## src/rtl/disp_scan_ctrl.sv

```systemverilog
// Four-digit 7-segment scan controller.
// Arbitrates two signed 9-bit sources round-robin, converts the granted value
// to sign + BCD with a sequential double-dabble, and scans the digits from a
// prescaled tick. seg carries a BCD code (4'hF = minus) for a downstream decoder.
module disp_scan_ctrl #(
  parameter int unsigned CLK_HZ  = 50_000_000,
  parameter int unsigned SCAN_HZ = 1_000
) (
  input  logic       clk,
  input  logic       rst,
  input  logic       a_req,
  input  logic [8:0] a_val,
  output logic       a_ack,
  input  logic       b_req,
  input  logic [8:0] b_val,
  output logic       b_ack,
  output logic       busy,
  output logic [3:0] seg,
  output logic [3:0] an
);

  localparam int unsigned DIV   = CLK_HZ / SCAN_HZ;
  localparam int unsigned PW    = (DIV > 1) ? $clog2(DIV) : 1;
  localparam int unsigned VW    = 9;
  localparam int unsigned BW    = 12;
  localparam int unsigned DW    = BW + VW;
  localparam int unsigned STEPS = 9;
  localparam int unsigned SW    = 4;

  typedef enum logic [1:0] {IDLE, GRANT, CONV, LOAD} state_t;

  state_t        state, state_n;
  logic          win_b, win_b_n;
  logic          rr_ptr, rr_ptr_n;   // 1: B wins the next tie
  logic [DW-1:0] dd, dd_n;           // {bcd hund/tens/units, binary}
  logic [SW-1:0] step, step_n;
  logic          neg_s, neg_s_n;
  logic          a_ack_n, b_ack_n, busy_n;
  logic [3:0]    hund, tens, units;
  logic [3:0]    hund_n, tens_n, units_n;
  logic          neg, neg_n;

  logic [VW-1:0] sel_val, mag;
  logic [PW-1:0] pcnt;
  logic          scan_tick_c;
  logic [1:0]    idx, idx_n, idx_eff;
  logic [3:0]    seg_n, an_n;

  // One double-dabble step: bias BCD nibbles >= 5 by 3, then shift left.
  function automatic logic [DW-1:0] dd_step(input logic [DW-1:0] x);
    logic [DW-1:0] y;
    y = x;
    for (int i = 0; i < 3; i++) begin
      if (y[VW + 4*i +: 4] >= 4'd5)
        y[VW + 4*i +: 4] = y[VW + 4*i +: 4] + 4'd3;
    end
    return {y[DW-2:0], 1'b0};
  endfunction

  // Magnitude of the granted source; -256 maps to 256 in 9 bits.
  assign sel_val = win_b ? b_val : a_val;
  assign mag     = sel_val[VW-1] ? VW'(-sel_val) : sel_val;

  // Control FSM state and registered outputs.
  always_ff @(posedge clk or posedge rst) begin
    if (rst) begin
      state  <= IDLE;
      win_b  <= 1'b0;
      rr_ptr <= 1'b0;
      dd     <= '0;
      step   <= '0;
      neg_s  <= 1'b0;
      hund   <= '0;
      tens   <= '0;
      units  <= '0;
      neg    <= 1'b0;
      a_ack  <= 1'b0;
      b_ack  <= 1'b0;
      busy   <= 1'b0;
    end else begin
      state  <= state_n;
      win_b  <= win_b_n;
      rr_ptr <= rr_ptr_n;
      dd     <= dd_n;
      step   <= step_n;
      neg_s  <= neg_s_n;
      hund   <= hund_n;
      tens   <= tens_n;
      units  <= units_n;
      neg    <= neg_n;
      a_ack  <= a_ack_n;
      b_ack  <= b_ack_n;
      busy   <= busy_n;
    end
  end

  // Next state: arbitrate, capture on the ack cycle, convert, load atomically.
  always_comb begin
    state_n  = state;
    win_b_n  = win_b;
    rr_ptr_n = rr_ptr;
    dd_n     = dd;
    step_n   = step;
    neg_s_n  = neg_s;
    hund_n   = hund;
    tens_n   = tens;
    units_n  = units;
    neg_n    = neg;
    a_ack_n  = 1'b0;
    b_ack_n  = 1'b0;
    busy_n   = busy;
    case (state)
      IDLE: begin
        busy_n = 1'b0;
        if (a_req || b_req) begin
          state_n = GRANT;
          win_b_n = b_req && (!a_req || rr_ptr);
          a_ack_n = !win_b_n;
          b_ack_n = win_b_n;
          busy_n  = 1'b1;
        end
      end
      GRANT: begin
        dd_n     = DW'(mag);
        neg_s_n  = sel_val[VW-1];
        step_n   = '0;
        rr_ptr_n = !win_b;
        state_n  = CONV;
      end
      CONV: begin
        dd_n   = dd_step(dd);
        step_n = step + SW'(1);
        if (step == SW'(STEPS - 1))
          state_n = LOAD;
      end
      LOAD: begin
        hund_n  = dd[VW + 8 +: 4];
        tens_n  = dd[VW + 4 +: 4];
        units_n = dd[VW +: 4];
        neg_n   = neg_s;
        busy_n  = 1'b0;
        state_n = IDLE;
      end
      default: state_n = IDLE;
    endcase
  end

  // Prescaler: free-running 0..DIV-1, tick on the last count.
  always_ff @(posedge clk or posedge rst) begin
    if (rst)
      pcnt <= '0;
    else if (pcnt == PW'(DIV - 1))
      pcnt <= '0;
    else
      pcnt <= pcnt + PW'(1);
  end

  assign scan_tick_c = (pcnt == PW'(DIV - 1));

  // Scan step: a sign slot whose sign has since cleared falls back to units.
  always_comb begin
    seg_n   = seg;
    an_n    = an;
    idx_n   = idx;
    idx_eff = idx;
    if (idx == 2'd3 && !neg)
      idx_eff = 2'd0;
    if (scan_tick_c) begin
      case (idx_eff)
        2'd0: begin seg_n = units; an_n = 4'b1110; idx_n = 2'd1; end
        2'd1: begin seg_n = tens;  an_n = 4'b1101; idx_n = 2'd2; end
        2'd2: begin seg_n = hund;  an_n = 4'b1011; idx_n = neg ? 2'd3 : 2'd0; end
        default: begin seg_n = 4'hF; an_n = 4'b0111; idx_n = 2'd0; end
      endcase
    end
  end

  // Scan registers.
  always_ff @(posedge clk or posedge rst) begin
    if (rst) begin
      seg <= '0;
      an  <= 4'b1111;
      idx <= '0;
    end else begin
      seg <= seg_n;
      an  <= an_n;
      idx <= idx_n;
    end
  end

endmodule
```

## config.mk

```make
export PLATFORM = sky130hd
export DESIGN_NAME = disp_scan_ctrl
export DESIGN_NICKNAME = d
export VERILOG_FILES = /design/src/rtl/disp_scan_ctrl.sv
export SDC_FILE = /design/constraint.sdc
export NUM_CORES = 1
export LEC_CHECK = 0
export ABC_AREA = 1
export BUFFER_PORTS_ARGS = -buffer_cell sky130_fd_sc_hd__buf_4
export CAP_MARGIN = 20
export CORE_MARGIN = 3
export CORE_UTILIZATION = 54
export CTS_CLUSTER_DIAMETER = 200
export DETAILED_ROUTE_END_ITERATION = 8
export PLACE_DENSITY_LB_ADDON = 0.15
export SLEW_MARGIN = 40
export SYNTH_ARGS = -nofsm -noshare
export SYNTH_HDL_FRONTEND = slang
export SYNTH_SLANG_ARGS = --single-unit
```

## constraint.sdc

```tcl
create_clock -name clk -period 2.05 [get_ports clk]
set_clock_uncertainty 0.1 [all_clocks]
set_input_delay 0.3075 -clock clk [delete_from_list [all_inputs] [get_ports clk]]
set_output_delay 0.3075 -clock clk [all_outputs]
set_load 0.01 [all_outputs]
```

==> impl_results.md, run 1 <==
* DRC at 0
* Mapped Area at between 3000 and 4000 um2
* Commonest non-fill, non-tap cell in the layout: nand2_1
* Fmax at approximately 550 MHz
* HP Start: a_val[0]
* CP arrival at 1.95 ns
* Post-synth top flop: dfrtp_1
* Area delta synth->final at 16.70%
* Reg2reg setup slack at around 0.23 ns
* Post-detailed-route count of antenna-violating nets at 0
* Netlist cell types at 40
* PD cells at 1133 nW/um2
* Post-synth EDFFs at 0
* Nets@finish at 554
* Slew @ Worst Pin at between 0.4 and 0.5 ns
* Bufs on Longest Clock Path at 2
* Post-synthesis sequential area ratio at a little under half
* Diodes inserted at 0
* Largest net degree at the start of global routing at 30
* Relative slew slack at between 60% and 70%
* DR pass1 iterations at 4
* RR Endpoint: dd[6]$_DFFE_PP0P_
* Placer Congestion at approximately 0.9
* Cells after Synth at roughly 480
* Avg Inst Size Synth at around 8.1 um2
* Crit end category: register
* Setup TNS Final at 0 ns
* First-pass GRT wire length at between 10000 and 15000 um
* Clk root buf: clkbuf_8
* Routed wire length at roughly 7600 um
* Initial antenna violation count at 0
* Tightest Hold Check Type: in2reg
* Initial Util at 56.26%
* Worst IR drop on VDD at ~0.00094 V
* R2R Path Start: win_b$_DFFE_PP0P_
* GR Overflow Total at 0
* Resized cells post-CTS at 0
* WL/cell at between 10 and 15 um
* Clk slew on worst S/H paths at about 0.07 ns
* Final core occ at 65.66%
* Min cycle time layout at 1.821 ns
* Slew Viols, Final at 0
* Die X at 90.37 um
* Synth Net Count at 511
* Postcts setup bufs at 0
* Flops & latches, synth at 72
* H-tree depth at 3
* Status: completed
* Crit-path max FO at 13
* Setup CP Type: reg2reg
* Buffers on Ports at 32
* Period utilization at 88.83%
* Share of cells above drive strength 1 at a little under a fifth
* # IOs at 33
* Hold Path Stages at 3
* Total track usage at 20.18%
* Ys async rst share at between 90% and 100%
* Via density at between 5 and 6
* Hold buffer count at CTS at 1
* Pleak at approximately 0.0022 uW
* DR iter-0 viols at 176
* Ys Warns at 0
* Hold endpoint: dd[0]$_DFFE_PP0P_
* Sink Count at 72
* Worst reg2reg path depth at 10
* Via Count at ~3.2k
* Max_cap viols at 0
* Worst setup SP type: register
* Die height at between 90 and 100 um
* Core ar. at between 6000 and 7000 um2
* Number of global-route vias before repair at between 3k and 4k
* Core Rows at 30
* Die ar. at around 8000 um2
* Final hold vios at 0
* RSZ-0062 raised after global routing: no
* CTS buffer count at 9
* Critical Path RT at roughly 2.2 ns
* CTS tree: yes
* Setup violations, final at 0
* DP HPWL at roughly 5800 um
* Commonest non-fill, non-tap cells in the layout: nand2_1 (90), inv_1 (68), dfrtp_1 (68), nor2_1 (47), o21ai_0 (38)
* Clock Latency Late Sink at 0.34 ns
## worst max-delay path by stage
| stage | start | endpoint | slack [ns] |
|---|---|---|---|
| CTS | win_b$_DFFE_PP0P_ | dd[6]$_DFFE_PP0P_ | 0.21 |
| global placement | win_b$_DFFE_PP0P_ | dd[6]$_DFFE_PP0P_ | 0.30 |
| finish | win_b$_DFFE_PP0P_ | dd[6]$_DFFE_PP0P_ | 0.23 |
| global route | win_b$_DFFE_PP0P_ | dd[6]$_DFFE_PP0P_ | 0.06 |
| floorplan | state[0]$_DFFE_PP0P_ | dd[8]$_DFFE_PP0P_ | 0.45 |
| detailed placement | win_b$_DFFE_PP0P_ | dd[6]$_DFFE_PP0P_ | 0.21 |
## state kept, by name, indices dropped and copies added, names as in the netlist
name    flops
hund        4
a_ack       1
step        4
rr_ptr      1
idx         2
dd         21
neg_s       1
state       2
seg         4
an          4
tens        4
win_b       1
units       4
neg         1
busy        1
pcnt       16
b_ack       1
## per-layer routing
layer	global-route usage, %	routed length (um)
met3	3.667	266
met5	0	0
met4	5.995	94
met2	33.29	3617
met1	27.27	3662
## cell families (layout without fill, tap and decap cells)
family                   after synthesis  in the layout  share of synthesized area, %
AND/OR/NAND/NOR                      208            208                         25.10
AO/OA/AOI/OAI                         90             90                         12.89
buffers and inverters                 82            130                         8.398
flip-flops                            72             72                         47.01
adder cells (fa/ha/maj)               14             14                         4.557
XOR/XNOR                               9              9                         2.051
## report_power, final
part	switching, uW	leakage (uW)	internal (uW)
logic	1140	0.00118	702
registers	210	0.000921	1760
clock network	526	0.000119	750
## critical path, stage by stage, from the launching register on
cell and delay [ns]:
dfrtp_1 0.63, inv_2 0.15, nand2_1 0.10, nand2_2 0.07, ha_1 0.25, nand2_2 0.10, nor2_4 0.04, nand2_2 0.07
nand3_1 0.07, nand3_1 0.08, nand2_1 0.05
## stage by stage
step                worst slack (ns)  cell area, um2  std cells  hold slack [ns]  power (uW)
floorplan                     0.4530            3847        475           0.3479        3329
global placement              0.2991            4245        602           0.2459        3782
detailed placement            0.2129            4245        602           0.2509        3843
CTS                           0.2134            4486        619           0.1712        5138
global route                 0.06030            4486        619           0.1850        5525
finish                        0.2291            4486        619           0.1816        5084
## area by class of cell
cell class                      instances  area, um2
Tap cell                               96      120.1
Timing Repair Buffer                   40      327.8
Clock inverter                          5      78.83
Inverter                               74      286.5
Sequential cell                        72       1807
Fill cell                             606       2346
Clock buffer                           11      151.4
Multi-Input combinational cell        321       1714
## synth_stat cells, types with 2 or more instances
master,n,area share [%]
nand2_2,10,1.6
o21ai_0,38,4.9
nand3_1,25,3.3
xnor2_1,2,0.46
nand3_2,4,1.0
inv_2,4,0.39
o22ai_1,5,0.81
nor3_1,4,0.52
dfrtp_1,68,44
o21ai_2,2,0.46
a22oi_1,2,0.39
clkbuf_1,3,0.29
nor2_1,47,4.6
or2_2,6,0.98
nor2_4,4,1.2
dfstp_2,4,2.7
buf_1,2,0.20
xor2_1,7,1.6
ha_1,14,4.6
nor2_2,5,0.81
o21ai_1,2,0.26
a21oi_1,32,4.2
nand4_1,8,1.3
o21bai_1,4,0.78
nand2_1,90,8.8
inv_1,69,6.7
Power figures use the tool's default switching activity.
==> run 2, diff against run 1 <==
Settings changed: ABC_AREA 1 to unset.
==> run 2 against run 1 <==
  * Sequential share of layout area grew 1.0 points
  * Total power decreased by 0.88%
  * Sequential power down 7%
  * Critical endpoint is now dd[8]$_DFFE_PP0P_
  * Highest routed layer unchanged
==> impl_results.md, run 2 <==
* Status: completed
* Die X at ~89 um
* Commonest non-fill, non-tap cells in the layout: dfrtp_1 (67), buf_4 (44), nand2_1 (35), nor2_1 (28), o21ai_0 (21)
* Netlist cell types at 50
* Die ar. at approximately 8000 um2
* Nets@finish at 444
* Min cycle time layout at 1.838 ns
* Worst IR drop on VDD at 0.0007290 V
* WL/cell at 15.43 um
* Post-synthesis sequential area ratio at between 40% and 50%
* Total track usage at 20.92%
* GR Overflow Total at 0
* Sink Count at ~70
* Hold endpoint: a_ack$_DFF_PP0_
* PD cells at approximately 1200 nW/um2
* Cells after Synth at 366
* Pleak at ~0.0020 uW
* Routed wire length at between 7000 and 8000 um
* RSZ-0062 raised after global routing: no
* Worst reg2reg path depth at 4
* HP Start: b_req
* Post-synth top flop: dfrtp_1
* Regs by FF count: dd (21), pcnt (16)
* Die height at 89.42 um
* Critical Path RT at about 2.2 ns
* Core ar. at 6531 um2
* DP HPWL at ~5600 um
* Relative slew slack at 73.88%
* Clk root buf: clkbuf_8
* Number of global-route vias before repair at about 2.7k
* Fmax at ~540 MHz
* Crit end category: register
* Top cell type by total area after synthesis: dfrtp_1
* RR Endpoint: dd[8]$_DFFE_PP0P_
* Flops & latches, synth at 72
* DR iter-0 viols at ~170
* H-tree depth at 3
* Most frequent cell after synthesis: dfrtp_1
* Slew @ Worst Pin at 0.3918 ns
* Buffers on Ports at 32
* Diodes inserted at 0
* Layout Cells excl Fill at 490
* Setup CP Type: reg2reg
* CP arrival at 1.97 ns
* Setup violations, final at 0
* Setup TNS Final at 0 ns
* Avg Inst Size Synth at 10.27 um2
* Via Count at approximately 2.8k
* Share of cells above drive strength 1 at around 22%
* Synth Net Count at 402
* Tot Pwr at just over 5000 uW
* Fillers at just over 500
* DRC at 0
* # IOs at 33
* Slew Viols, Final at 0
* Largest net degree at the start of global routing at 73
* Yosys top cell area share at roughly 45%
* Core Rows at 29
* Initial antenna violation count at 0
* Final hold vios at 0
* Reg2reg setup slack at around 0.21 ns
* Bufs on Longest Clock Path at 2
* Initial Util at between 50 and 60%
* Period utilization at between 80 and 90%
* CTS tree: yes
* DR pass1 iterations at 4
* R2R Path Start: state[1]$_DFFE_PP0P_
* Max_cap viols at 0
* Max reg flops at 21
* Ranking of synthesized cells by area: dfrtp_1 (45%), ha_1 (4.7%), mux2i_1 (4.3%)
* Tightest Hold Check Type: in2reg
* Post-synth EDFFs at 0
* Hold Path Stages at 2
* Mapped Area at ~3800 um2
* Largest Register: dd
* Clk slew on worst S/H paths at roughly 0.08 ns
* Clock Latency Late Sink at 0.34 ns
* Commonest non-fill, non-tap cell in the layout: dfrtp_1
* Placer Congestion at 0.8403
* First-pass GRT wire length at roughly 13000 um
* Area delta synth->final at 16.52%
* CTS buffer count at 9
* Cells after DPL at 473
* Ys async rst share at 100.0%
* Post-detailed-route count of antenna-violating nets at 0
* Most frequent cells after synthesis: dfrtp_1 (68), nand2_1 (35), nor2_1 (28)
* Worst setup SP type: register
* Ys Warns at 0
* Via density at approximately 5.6
* Crit-path max FO at 12
[run 2: cell count changes after synthesis, moves of 14 or more]
cell | previous run | this run
nand2_1 | 90 | 35
inv_1 | 69 | 21
nor2_1 | 47 | 28
o21ai_0 | 38 | 21
mux2i_1 | 0 | 16
a21oi_1 | 32 | 17
mux2_2 | 0 | 14
[run 2: worst max-delay path by stage]
stage,from,end,slack (ns),cells past startpoint
after floorplan,state[0]$_DFFE_PP0P_,dd[0]$_DFFE_PP0P_,0.35,6
after global placement,win_b$_DFFE_PP0P_,dd[7]$_DFFE_PP0P_,0.21,6
after detailed placement,pcnt[0]$_DFF_PP0_,pcnt[3]$_DFF_PP0_,0.14,6
after CTS,pcnt[0]$_DFF_PP0_,an[1]$_DFFE_PP1N_,0.12,6
after global routing,pcnt[0]$_DFF_PP0_,idx[1]$_DFFE_PP0N_,0.04,6
final,state[1]$_DFFE_PP0P_,dd[8]$_DFFE_PP0P_,0.21,4
[run 2: layer usage]
| layer | part of all wire, % | GRT usage, % | up-vias |
|---|---|---|---|
| met4 | 1.2 | 6.495 | 0 |
| met1 | 52 | 30.21 | 1348 |
| met5 | 0 | 0 | - |
| met2 | 45 | 31.82 | 40 |
| met3 | 2.6 | 4.147 | 10 |
| li1 | - | - | 1367 |
[run 2: cell families after synthesis]
kind of cell    share of synthesized area [%]
compound gates                          12.39
buf+inv                                 4.928
simple gates                            15.75
fa+ha+maj                               4.662
mux                                     8.824
xor+xnor                                5.361
flops                                   48.09
[run 2: stage by stage]
step | instance area (um2) | utilization [%] | setup slack [ns] | hold slack [ns]
final | 4378 | 67.03 | 0.2115 | 0.05683
after detailed placement | 4105 | 62.85 | 0.1359 | 0.3440
after global placement | 4105 | 62.85 | 0.2124 | 0.3415
after global routing | 4378 | 67.03 | 0.03858 | 0.04971
after CTS | 4375 | 66.99 | 0.1189 | 0.04397
after floorplan | 3761 | - | 0.3510 | 0.2935
[run 2: critical path, cell delays in order (launching register included)]
cell and delay, ns:
dfrtp_1 0.39, inv_1 0.09, ha_1 0.51, nand2_1 0.25, o41ai_1 0.40
[run 2: report_power, final]
group          leakage [uW]  internal (uW)  total (uW)  switching (uW)
clock              0.000128            935        1450             518
combinational      0.000936            763        1750             992
sequential         0.000939           1650        1830             183
[run 2: cell type report]
| cell class | instances | area (um2) | area share, % |
|---|---|---|---|
| Clock inverter | 5 | 128.9 | 2.944 |
| Inverter | 22 | 86.33 | 1.972 |
| Sequential cell | 72 | 1808 | 41.30 |
| Multi-Input combinational cell | 257 | 1767 | 40.35 |
| Clock buffer | 11 | 131.4 | 3.001 |
| Timing Repair Buffer | 46 | 360.3 | 8.231 |
| Tap cell | 77 | 96.34 | 2.201 |
[run 2: repair_timing]
action,4_1_cts,5_1_grt
gates resized for setup,0,2
hold endpoints to repair,68,0
hold buffers,1,0
setup endpoints to repair,0,11
buffers inserted,0,0
